File: src/rtl/debounce_pkg.sv
// Shared constants and helpers for the four-channel switch debouncer.
package debounce_pkg;

    localparam int unsigned NUM_CH                  = 4;
    localparam int unsigned DEFAULT_DEBOUNCE_CYCLES = 4;

    // Counter must hold 0..cycles-1; one spare code keeps the width safe at powers of two.
    function automatic int unsigned cnt_width(input int unsigned cycles);
        return $clog2(cycles + 1);
    endfunction

endpackage

File: src/rtl/debounce_channel.sv
// One debounce lane: 2-flop synchronizer, stability counter, accepted level.
// Optional registered rise/fall pulses when SWITCH_DEBOUNCER_EDGE_EN is defined.
module debounce_channel
    import debounce_pkg::*;
#(
    parameter int unsigned DEBOUNCE_CYCLES = DEFAULT_DEBOUNCE_CYCLES
) (
    input  logic clk_i,
    input  logic rst_i,
    input  logic raw_i,
    output logic level_o
`ifdef SWITCH_DEBOUNCER_EDGE_EN
    ,
    output logic rise_o,
    output logic fall_o
`endif
);

    localparam int unsigned     CntW    = cnt_width(DEBOUNCE_CYCLES);
    localparam logic [CntW-1:0] CntLast = CntW'(DEBOUNCE_CYCLES - 1);

    logic            sync1_q, sync2_q;
    logic            stable_q, stable_d;
    logic [CntW-1:0] cnt_q, cnt_d;

    // Any sample that agrees with the accepted level restarts the count.
    always_comb begin
        stable_d = stable_q;
        cnt_d    = '0;
        if (sync2_q != stable_q) begin
            if (cnt_q == CntLast) begin
                stable_d = sync2_q;
            end else begin
                cnt_d = cnt_q + CntW'(1);
            end
        end
    end

    always_ff @(posedge clk_i) begin
        if (rst_i) begin
            sync1_q  <= 1'b0;
            sync2_q  <= 1'b0;
            stable_q <= 1'b0;
            cnt_q    <= '0;
        end else begin
            sync1_q  <= raw_i;
            sync2_q  <= sync1_q;
            stable_q <= stable_d;
            cnt_q    <= cnt_d;
        end
    end

    assign level_o = stable_q;

`ifdef SWITCH_DEBOUNCER_EDGE_EN
    logic rise_q, fall_q;

    always_ff @(posedge clk_i) begin
        if (rst_i) begin
            rise_q <= 1'b0;
            fall_q <= 1'b0;
        end else begin
            rise_q <= stable_d & ~stable_q;
            fall_q <= ~stable_d & stable_q;
        end
    end

    assign rise_o = rise_q;
    assign fall_o = fall_q;
`endif

endmodule

File: src/rtl/switch_debouncer.sv
// Four independent switch debouncers; outputs a..d are the accepted levels.
// Define SWITCH_DEBOUNCER_EDGE_EN to add per-channel rise/fall pulse ports.
module switch_debouncer
    import debounce_pkg::*;
#(
    parameter int unsigned DEBOUNCE_CYCLES = DEFAULT_DEBOUNCE_CYCLES
) (
    input  logic              clk,
    input  logic              rst,
    input  logic [NUM_CH-1:0] sw_raw,
    output logic              a,
    output logic              b,
    output logic              c,
    output logic              d
`ifdef SWITCH_DEBOUNCER_EDGE_EN
    ,
    output logic [NUM_CH-1:0] rise,
    output logic [NUM_CH-1:0] fall
`endif
);

    logic [NUM_CH-1:0] level;

    for (genvar i = 0; i < NUM_CH; i++) begin : g_ch
        debounce_channel #(
            .DEBOUNCE_CYCLES(DEBOUNCE_CYCLES)
        ) u_ch (
            .clk_i  (clk),
            .rst_i  (rst),
            .raw_i  (sw_raw[i]),
            .level_o(level[i])
`ifdef SWITCH_DEBOUNCER_EDGE_EN
            ,
            .rise_o (rise[i]),
            .fall_o (fall[i])
`endif
        );
    end

    assign a = level[0];
    assign b = level[1];
    assign c = level[2];
    assign d = level[3];

endmodule

File: config.mk
export PLATFORM = sky130hd
export DESIGN_NAME = switch_debouncer
export DESIGN_NICKNAME = d
export VERILOG_FILES = /design/src/rtl/debounce_pkg.sv /design/src/rtl/debounce_channel.sv /design/src/rtl/switch_debouncer.sv
export SDC_FILE = /design/constraint.sdc
export NUM_CORES = 1
export LEC_CHECK = 0
export ABC_AREA = 1
export CAP_MARGIN = 40
export CORE_UTILIZATION = 40
export DETAILED_ROUTE_END_ITERATION = 12
export GPL_TIMING_DRIVEN = 0
export HOLD_SLACK_MARGIN = 0.06
export PLACE_DENSITY_LB_ADDON = 0.3
export SLEW_MARGIN = 20
export SYNTH_ARGS = -nofsm -noshare
export SYNTH_HDL_FRONTEND = slang
export SYNTH_HIERARCHICAL = 1
export SYNTH_SLANG_ARGS = --single-unit
File: constraint.sdc
create_clock -name clk -period 1.1 [get_ports clk]
set_input_delay 0.165 -clock clk [delete_from_list [all_inputs] [get_ports clk]]
set_output_delay 0.165 -clock clk [all_outputs]
set_load 0.02 [all_outputs]
* Word-level counts from Yosys, hierarchy flattened *
Cells that the tools add are included.

operators by class
  add/sub/neg operators = 4
  equal/unequal tests = 8
  bitwise logic cells = 4
  reductions and logical operators = 8

operator list
  kind                                            count
  adder 3 x 1 -> 3 bit (second input constant)    4
  == test 3 x 2 -> 1 bit (second input constant)  4
  OR reduction 3 bit                              4
  AND reduction 2 bit                             4
  != test 1 bit                                   4
  NOT 1 bit                                       4

word-level totals
  flip-flop bits (word level) = 24
  bits of input ports = 6
  word-level logic and storage cells = 40

* Logic depth before layout (Yosys ltp) *
Gate-level depths: netlist of run 1.

  depth after elaboration = 3
  gate-level depth with buffers = 5
  gate-level depth less buffers = 5

* Hierarchy *
The synthesis of run 1 kept the hierarchy.

by module, submodules not included
  module            instances  cells an instance  area each (sq um)
  debounce_channel  4          27                 226.5

* Worst setup path after synthesis of run 1 *
Ideal clock, no wire load.

  path kind = register to register
  start = register g_ch[0].u_ch.cnt_q[0]
  end = register g_ch[0].u_ch.cnt_q[0]
  library setup time = 0.064 ns
  arrival time = 0.950 ns
  slack = 0.086 ns
  cell stages (with the launch flop) = 6
  period minus slack after synthesis = 1.014 ns
  cell sequence = dfxtp_1 ha_1 ha_1 nor2_2 nand3_2 nor2_1

on the way
  longest elaborated chain between the ends = 2
  elaborated cells between the ends (all ways) = 3
  those cells by class = add/sub: 1; eq/ne: 1; reduce/logical: 1

RTL lines
  element                                                       line                    source
  start: declaration                                            debounce_channel.sv:24  logic [CntW-1:0] cnt_q, cnt_d;
  start signal: assignment                                      debounce_channel.sv:49  cnt_q <= cnt_d;
  branches (longest 2 deep; another with adder 3 x 1 -> 3 bit)  --

Several ways; the timed one is not identified.
A chain may end at the register's enable or synchronous reset.

* Final worst setup path of run 1 *
  start = register g_ch[3].u_ch.cnt_q[0]
  end = register g_ch[3].u_ch.cnt_q[0]

on the way
  longest elaborated chain between the ends = 2
  elaborated cells between the ends (all ways) = 3
  those cells by class = add/sub: 1; eq/ne: 1; reduce/logical: 1

RTL lines
  element                                                       line
  start: declaration                                            debounce_channel.sv:24
  start signal: assignment                                      debounce_channel.sv:49
  branches (longest 2 deep; another with adder 3 x 1 -> 3 bit)  --

Several ways; the timed one is not identified.

==> impl_metrics.env, run 1 <==
export IMPL_crit_reg2reg_capture="g_ch[3].u_ch/cnt_q[0]$_SDFF_PP0_"
export IMPL_route_vias_total=634
export IMPL_vdd_drop_max_uv=861
export IMPL_required_ns=1.35
export IMPL_ant_nets=0
export IMPL_place_port_buffers=9
export IMPL_grt_max_degree=17
export IMPL_cp_start_kind="register"
export IMPL_endpoint="g_ch[3].u_ch/cnt_q[0]$_SDFF_PP0_"
export IMPL_outcome="complete, no violations"
export IMPL_timing_hold_ws_ns=0.352
export IMPL_htree_levels=1
export IMPL_grt_pass1_vias=593
export IMPL_slew_viol_final=0
export IMPL_antenna_found_initial=0
export IMPL_switchingPower_uw=294
export IMPL_top_layer="met4"
export IMPL_drt_initial_drc_count=13
export IMPL_hold_path_class="primary input to register"
export IMPL_diodes=0
export IMPL_p_comb_share_pct=4.8
export IMPL_synth_seq_cells=24
export IMPL_tightest_slew_ns=0.699
export IMPL_ctsHoldBuffers=0
export IMPL_clock_power_share_pct=32.1
export IMPL_internal_power_uw=1120
export IMPL_p_sw_share_pct=20.7
export IMPL_arrival_ns=1.32
export IMPL_cts_sinks=24
export IMPL_grt_setup_unrepaired="yes"
export IMPL_min_from="sw_raw[1]"
export IMPL_synth_seq_area_share_pct=53.0
export IMPL_wl_met1_um=588
export IMPL_clock_latency_ns=0.31
export IMPL_drt_total_wl_um=1240
export IMPL_clk_pin_slew_ns=0.12
export IMPL_die_width_um=49.6
export IMPL_reg2reg_setup_slack_ns=0.04
export IMPL_crit_path_max_fanout=3
export IMPL_drt_wirelength_per_cell_um=8.30
export IMPL_drtPass1Iterations=4
export IMPL_grt_pass1_wl_um=2170
export IMPL_leakagePower_uw=0.000473
export IMPL_drc=0
export IMPL_fin_util_pct=56.4
export IMPL_yosysTopAreaCell="dfxtp_1"
export IMPL_synth_cells=108
export IMPL_max_cap_violations=0
export IMPL_crit_type="register to register"
export IMPL_routabilityCongestion=0.677
export IMPL_reg2regPathDepth=5
export IMPL_viasPerCell=4.26
export IMPL_rr_startpoint="g_ch[3].u_ch/cnt_q[0]$_SDFF_PP0_"
export IMPL_netlist_cell_type_count=8
export IMPL_final_nets=137
export IMPL_nFillCells=208
export IMPL_root_buffer="clkbuf_4"
export IMPL_cts_max_path_buffers=2
export IMPL_fmax_mhz=940
export IMPL_dieArea_um2=2460
export IMPL_wl_met2_um=568
export IMPL_relSlewSlack_pct=53.4
export IMPL_io_pins=10
export IMPL_die_y_um=49.6
export IMPL_synthToLayoutAreaGrowth_pct=27.2
export IMPL_syn_avg_cell_area_um2=8.39
export IMPL_std_cell_rows=16
export IMPL_layout_drive_gt1_share_pct=28.7
export IMPL_yosysWarnings=6
export IMPL_power_density_nw_per_um2=1230
export IMPL_synth_area_um2=906
export IMPL_hold_violations=0
export IMPL_place_hpwl_um=887
export IMPL_finalCritPeriodShare_pct=96.7
export IMPL_synth_top_cell_area_share_pct=53.0
export IMPL_setup_viol=0
export IMPL_cts_inserted_buffers=3
export IMPL_seq_power_share_pct=63.2
export IMPL_synthesis_nets=122
export IMPL_synthTopCellsByArea="dfxtp_1 53%, inv_1 12%, nor2_1 12%"
export IMPL_gr_total_overflow=0
export IMPL_fp_coreArea_um2=2040
export IMPL_grt_usage_pct=11.7
export IMPL_fin_skew_ns=0.00416
export IMPL_min_period_ns=1.06
export IMPL_critPathLaunch="g_ch[3].u_ch/cnt_q[0]$_SDFF_PP0_"
export IMPL_fin_ws_ns=0.0363
export IMPL_dr_wl_met3_um=55
export IMPL_tritoncts="built"
export IMPL_dp_slack_ns=-0.330
export IMPL_end_kind="register"
export IMPL_initial_utilization_pct=44.4
## power by group through the flow
stage                     logic (µW)  registers (µW)  clock network [µW]
final                           67.5             897                 455
after global routing            78.6             899                 514
after CTS                       59.8             896                 477
after detailed placement        60.5             916                   0
after global placement          57.8             914                   0
after floorplan                 29.4             913                   0
## cells by family after synthesis
| group | Yosys count | share of synthesized area, % |
|---|---|---|
| and+or+nand+nor | 48 | 24.3 |
| DFF | 24 | 53.0 |
| buffers and inverters | 28 | 11.6 |
| adders and majority gates | 8 | 11.1 |
## cells in the mapped netlist
library cell / instances
nand3_2: 4
nor2_1: 28
ha_1: 8
dfxtp_1: 24
nand2_1: 8
nor2_2: 4
inv_1: 28
nor3_1: 4
## final cells by class
cell class | count | area, µm² | share of cell area [%]
flip-flops and latches | 24 | 490 | 42.6
multi-input cells | 56 | 410 | 35.6
inverters | 28 | 105 | 9.12
repair buffers | 10 | 76.3 | 6.62
clock buffers | 4 | 36.3 | 3.15
well taps | 27 | 33.8 | 2.93
## critical path, cell delays in order (launching register included)
cell and delay [ns]:
dfxtp_2 0.34, ha_2 0.19, ha_4 0.16, nor2_2 0.10, nand3_2 0.11, nor2_1 0.11
## per-layer routing
metal	vias up	global-route usage [%]
met5	-	0
met4	0	7.14
met3	3	3.70
met2	13	19.1
met1	276	13.2
li1	342	-
## stage by stage
step                power (µW)  TNS [ns]  instance area [µm²]  std cells
floorplan                  943         0                  906        108
detailed placement         976     -6.38                 1030        144
global route              1490   -0.0150                 1150        149
finish                    1420         0                 1150        149
CTS                       1430         0                 1060        148
global placement           972     -5.71                 1030        144
## flip-flops by register name, summed over array words and instances, names as in the netlist
register and flops:
g_ch.u_ch/cnt_q 12, g_ch.u_ch/level_o 4, g_ch.u_ch/sync1_q 4, g_ch.u_ch/sync2_q 4
## cells in the final DEF, fill, tap and decap left out, drive strengths merged
cell and count:
buf 5, clkbuf 4, clkdlybuf4s50 4, dfxtp 24, dlygate4sd2 1, ha 8, inv 28, nand2 8
nand3 4, nor2 32, nor3 4
## what timing repair did
| item | 4_1_cts | 5_1_grt |
|---|---|---|
| gates resized for setup | 27 | 16 |
| endpoints found under the hold margin | 0 | 0 |
| setup buffers | 0 | 1 |
| pin swaps | 4 | 14 |
| setup endpoints to repair | 16 | 12 |
## worst min path at each step
stage | cells after the start | endpoint | slack (ns)
after floorplan | 1 | g_ch[0].u_ch/sync1_q$_SDFF_PP0_ | 0.24
after global placement | 2 | g_ch[3].u_ch/sync2_q$_SDFF_PP0_ | 0.39
after detailed placement | 2 | g_ch[0].u_ch/sync2_q$_SDFF_PP0_ | 0.39
after CTS | 3 | g_ch[1].u_ch/sync1_q$_SDFF_PP0_ | 0.33
after global routing | 3 | g_ch[1].u_ch/sync1_q$_SDFF_PP0_ | 0.34
final | 3 | g_ch[1].u_ch/sync1_q$_SDFF_PP0_ | 0.35
Power figures use the tool's default switching activity.
==> run 2: changes to the inputs <==
ABC_CLOCK_PERIOD_IN_PS = 1200   (was default)
clock period = 1.2 ns   (was 1.1 ns; I/O delays follow)
==> run 2 against run 1 <==
- clock-buffer cell count stayed put
- first-iteration DRC count fell by 7.7%
- cell area is 5.6% lower
- sequential power is 8.5% lower
- wire length down 6.5%
- critical path depth shrank 4
- clock power down 8.6%
- via count is 1.4% lower
- flip-flop and latch count is the same
- global-route usage fell by 0.19 points
- clock skew decreased by 0.00070 ns
- critical path type is now register to output port
- largest cell class unchanged
==> impl_metrics.env, run 2 (synthesized netlist as in run 1, its figures left out) <==
export IMPL_drtPass1Iterations=4
export IMPL_tritoncts="built"
export IMPL_regMostFlops="g_ch.u_ch/cnt_q"
export IMPL_htree_levels=1
export IMPL_hold_path_class="primary input to register"
export IMPL_power_density_nw_per_um2=1190
export IMPL_fin_skew_ns=0.00346
export IMPL_slew_viol_final=0
export IMPL_timing_critical_path_buf_inv=1
export IMPL_root_buffer="clkbuf_4"
export IMPL_drt_initial_drc_count=12
export IMPL_cts_inserted_buffers=3
export IMPL_crit_chain="clkdlybuf4s15_2"
export IMPL_die_width_um=49.6
export IMPL_route_vias_total=625
export IMPL_final_common_cell="inv_1"
export IMPL_antenna_found_initial=0
export IMPL_drt_wirelength_per_cell_um=7.82
export IMPL_ant_nets=0
export IMPL_io_pins=10
export IMPL_grt_max_degree=17
export IMPL_hold_violations=0
export IMPL_seq_power_share_pct=63.6
export IMPL_timing_hold_ws_ns=0.369
export IMPL_p_total_uw=1290
export IMPL_required_ns=1.02
export IMPL_layout_cells_most_common_list="28 x inv_1, 27 x nor2_1, 19 x dfxtp_1"
export IMPL_max_stage_delay_ns=0.38
export IMPL_outcome="complete, no violations"
export IMPL_reg2reg_setup_slack_ns=0.08
export IMPL_holdPathStages=3
export IMPL_layout_drive_gt1_share_pct=19.8
export IMPL_crit_path_max_fanout=4
export IMPL_fmax_mhz=882
export IMPL_nFillCells=210
export IMPL_grt_setup_unrepaired="no"
export IMPL_diodes=0
export IMPL_cts_max_path_buffers=2
export IMPL_arrival_ns=0.95
export IMPL_tightest_slew_ns=0.615
export IMPL_rr_startpoint="g_ch[3].u_ch/cnt_q[0]$_SDFF_PP0_"
export IMPL_clk_pin_slew_ns=0.12
export IMPL_internal_power_uw=1030
export IMPL_gr_total_overflow=0
export IMPL_finalCritPeriodShare_pct=94.5
export IMPL_relSlewSlack_pct=59.0
export IMPL_routabilityCongestion=0.677
export IMPL_final_nets=136
export IMPL_clock_power_share_pct=32.2
export IMPL_setup_viol=0
export IMPL_p_sw_share_pct=20.6
export IMPL_finalSetupTns_ns=0
export IMPL_grt_usage_pct=11.5
export IMPL_hold_end="g_ch[1].u_ch/sync1_q$_SDFF_PP0_"
export IMPL_leakagePower_uw=0.000474
export IMPL_stdcell_count=148
export IMPL_drt_total_wl_um=1160
export IMPL_grt_pass1_vias=591
export IMPL_clock_latency_ns=0.31
export IMPL_p_comb_share_pct=4.2
export IMPL_placed_cells=144
export IMPL_dieArea_um2=2460
export IMPL_switchingPower_uw=265
export IMPL_synthToLayoutAreaGrowth_pct=20.0
export IMPL_viasPerCell=4.22
export IMPL_cts_sinks=24
export IMPL_vdd_drop_max_uv=791
export IMPL_fp_coreArea_um2=2040
export IMPL_std_cell_rows=16
export IMPL_crit_reg2reg_capture="g_ch[3].u_ch/cnt_q[0]$_SDFF_PP0_"
export IMPL_die_y_um=49.6
export IMPL_min_period_ns=1.13
export IMPL_initial_utilization_pct=44.4
export IMPL_drc=0
export IMPL_reg2regPathDepth=5
export IMPL_place_hpwl_um=887
export IMPL_slowest_stage="dfxtp_2"
export IMPL_cp_start_kind="register"
export IMPL_crit_type="register to output port"
export IMPL_cts_setup_buffers=0
export IMPL_critical_path_top_delay_family="flip-flops"
export IMPL_min_from="sw_raw[1]"
export IMPL_place_port_buffers=9
export IMPL_max_cap_violations=0
export IMPL_largest_reg_flops=12
export IMPL_grt_pass1_wl_um=2130
export IMPL_end_kind="output port"
export IMPL_ctsHoldBuffers=0
-- run 2: cell types whose count changed in the layout (fill, tap and decap cells not counted), sizes merged --
cell	change
buf	-5
dlygate4sd2	-1
clkdlybuf4s15	+4
dlymetal6s2s	+1
-- run 2: power groups by stage --
stage	clock, µW	sequential [µW]	combinational (µW)
after floorplan	0	837	27.0
after global placement	0	838	52.9
after detailed placement	0	839	55.5
after CTS	437	821	55.5
after global routing	471	823	63.9
final	416	821	54.3
-- run 2: worst reg2reg max path, stage by stage (launching register included) --
cell	delay [ns]
dfxtp_1	0.33
ha_1	0.19
ha_1	0.21
nor2_2	0.13
nand3_2	0.11
nor2_1	0.09
-- run 2: worst max-delay path by stage --
stage | slack [ns] | start | cells past startpoint | to
after floorplan | 0.19 | g_ch[0].u_ch/cnt_q[0]$_SDFF_PP0_ | 5 | g_ch[0].u_ch/cnt_q[0]$_SDFF_PP0_
after global placement | -0.19 | rst | 4 | g_ch[3].u_ch/cnt_q[0]$_SDFF_PP0_
after detailed placement | -0.24 | rst | 4 | g_ch[2].u_ch/cnt_q[0]$_SDFF_PP0_
after CTS | 0.01 | g_ch[2].u_ch/level_o$_SDFFE_PP0P_ | 1 | c
after global routing | 0.002 | g_ch[3].u_ch/cnt_q[0]$_SDFF_PP0_ | 5 | g_ch[3].u_ch/cnt_q[0]$_SDFF_PP0_
final | 0.07 | g_ch[2].u_ch/level_o$_SDFFE_PP0P_ | 1 | c
-- run 2: through the flow --
| stage | utilization, % | cell area [µm²] | setup WS (ns) |
|---|---|---|---|
| 2_1_floorplan | - | 906 | 0.186 |
| 3_3_place_gp | 50.4 | 1030 | -0.194 |
| 3_5_place_dp | 50.4 | 1030 | -0.245 |
| 4_1_cts | 52.5 | 1070 | 0.0143 |
| 5_1_grt | 53.2 | 1090 | 0.00227 |
| 6_report | 53.2 | 1090 | 0.0663 |
-- run 2: layout make-up --
cell class | count | area (µm²) | area share [%]
Clock buffer | 4 | 36.3 | 3.34
Inverter | 28 | 105 | 9.67
Multi-Input combinational cell | 56 | 328 | 30.1
Sequential cell | 24 | 487 | 44.8
Tap cell | 27 | 33.8 | 3.11
Timing Repair Buffer | 9 | 97.6 | 8.98
-- run 2: timing repair --
action | in CTS | in global routing
hold endpoints to repair | 0 | 0
pin swaps | 0 | 1
gates resized for setup | 12 | 9
endpoints found under the setup margin | 4 | 13
-- run 2: routing by layer --
layer  track usage [%]  part of all wire, %
met1              12.6                   46
met2              19.1                   48
met3              3.70                  4.3
met4              7.14                  1.8
met5                 0                    0
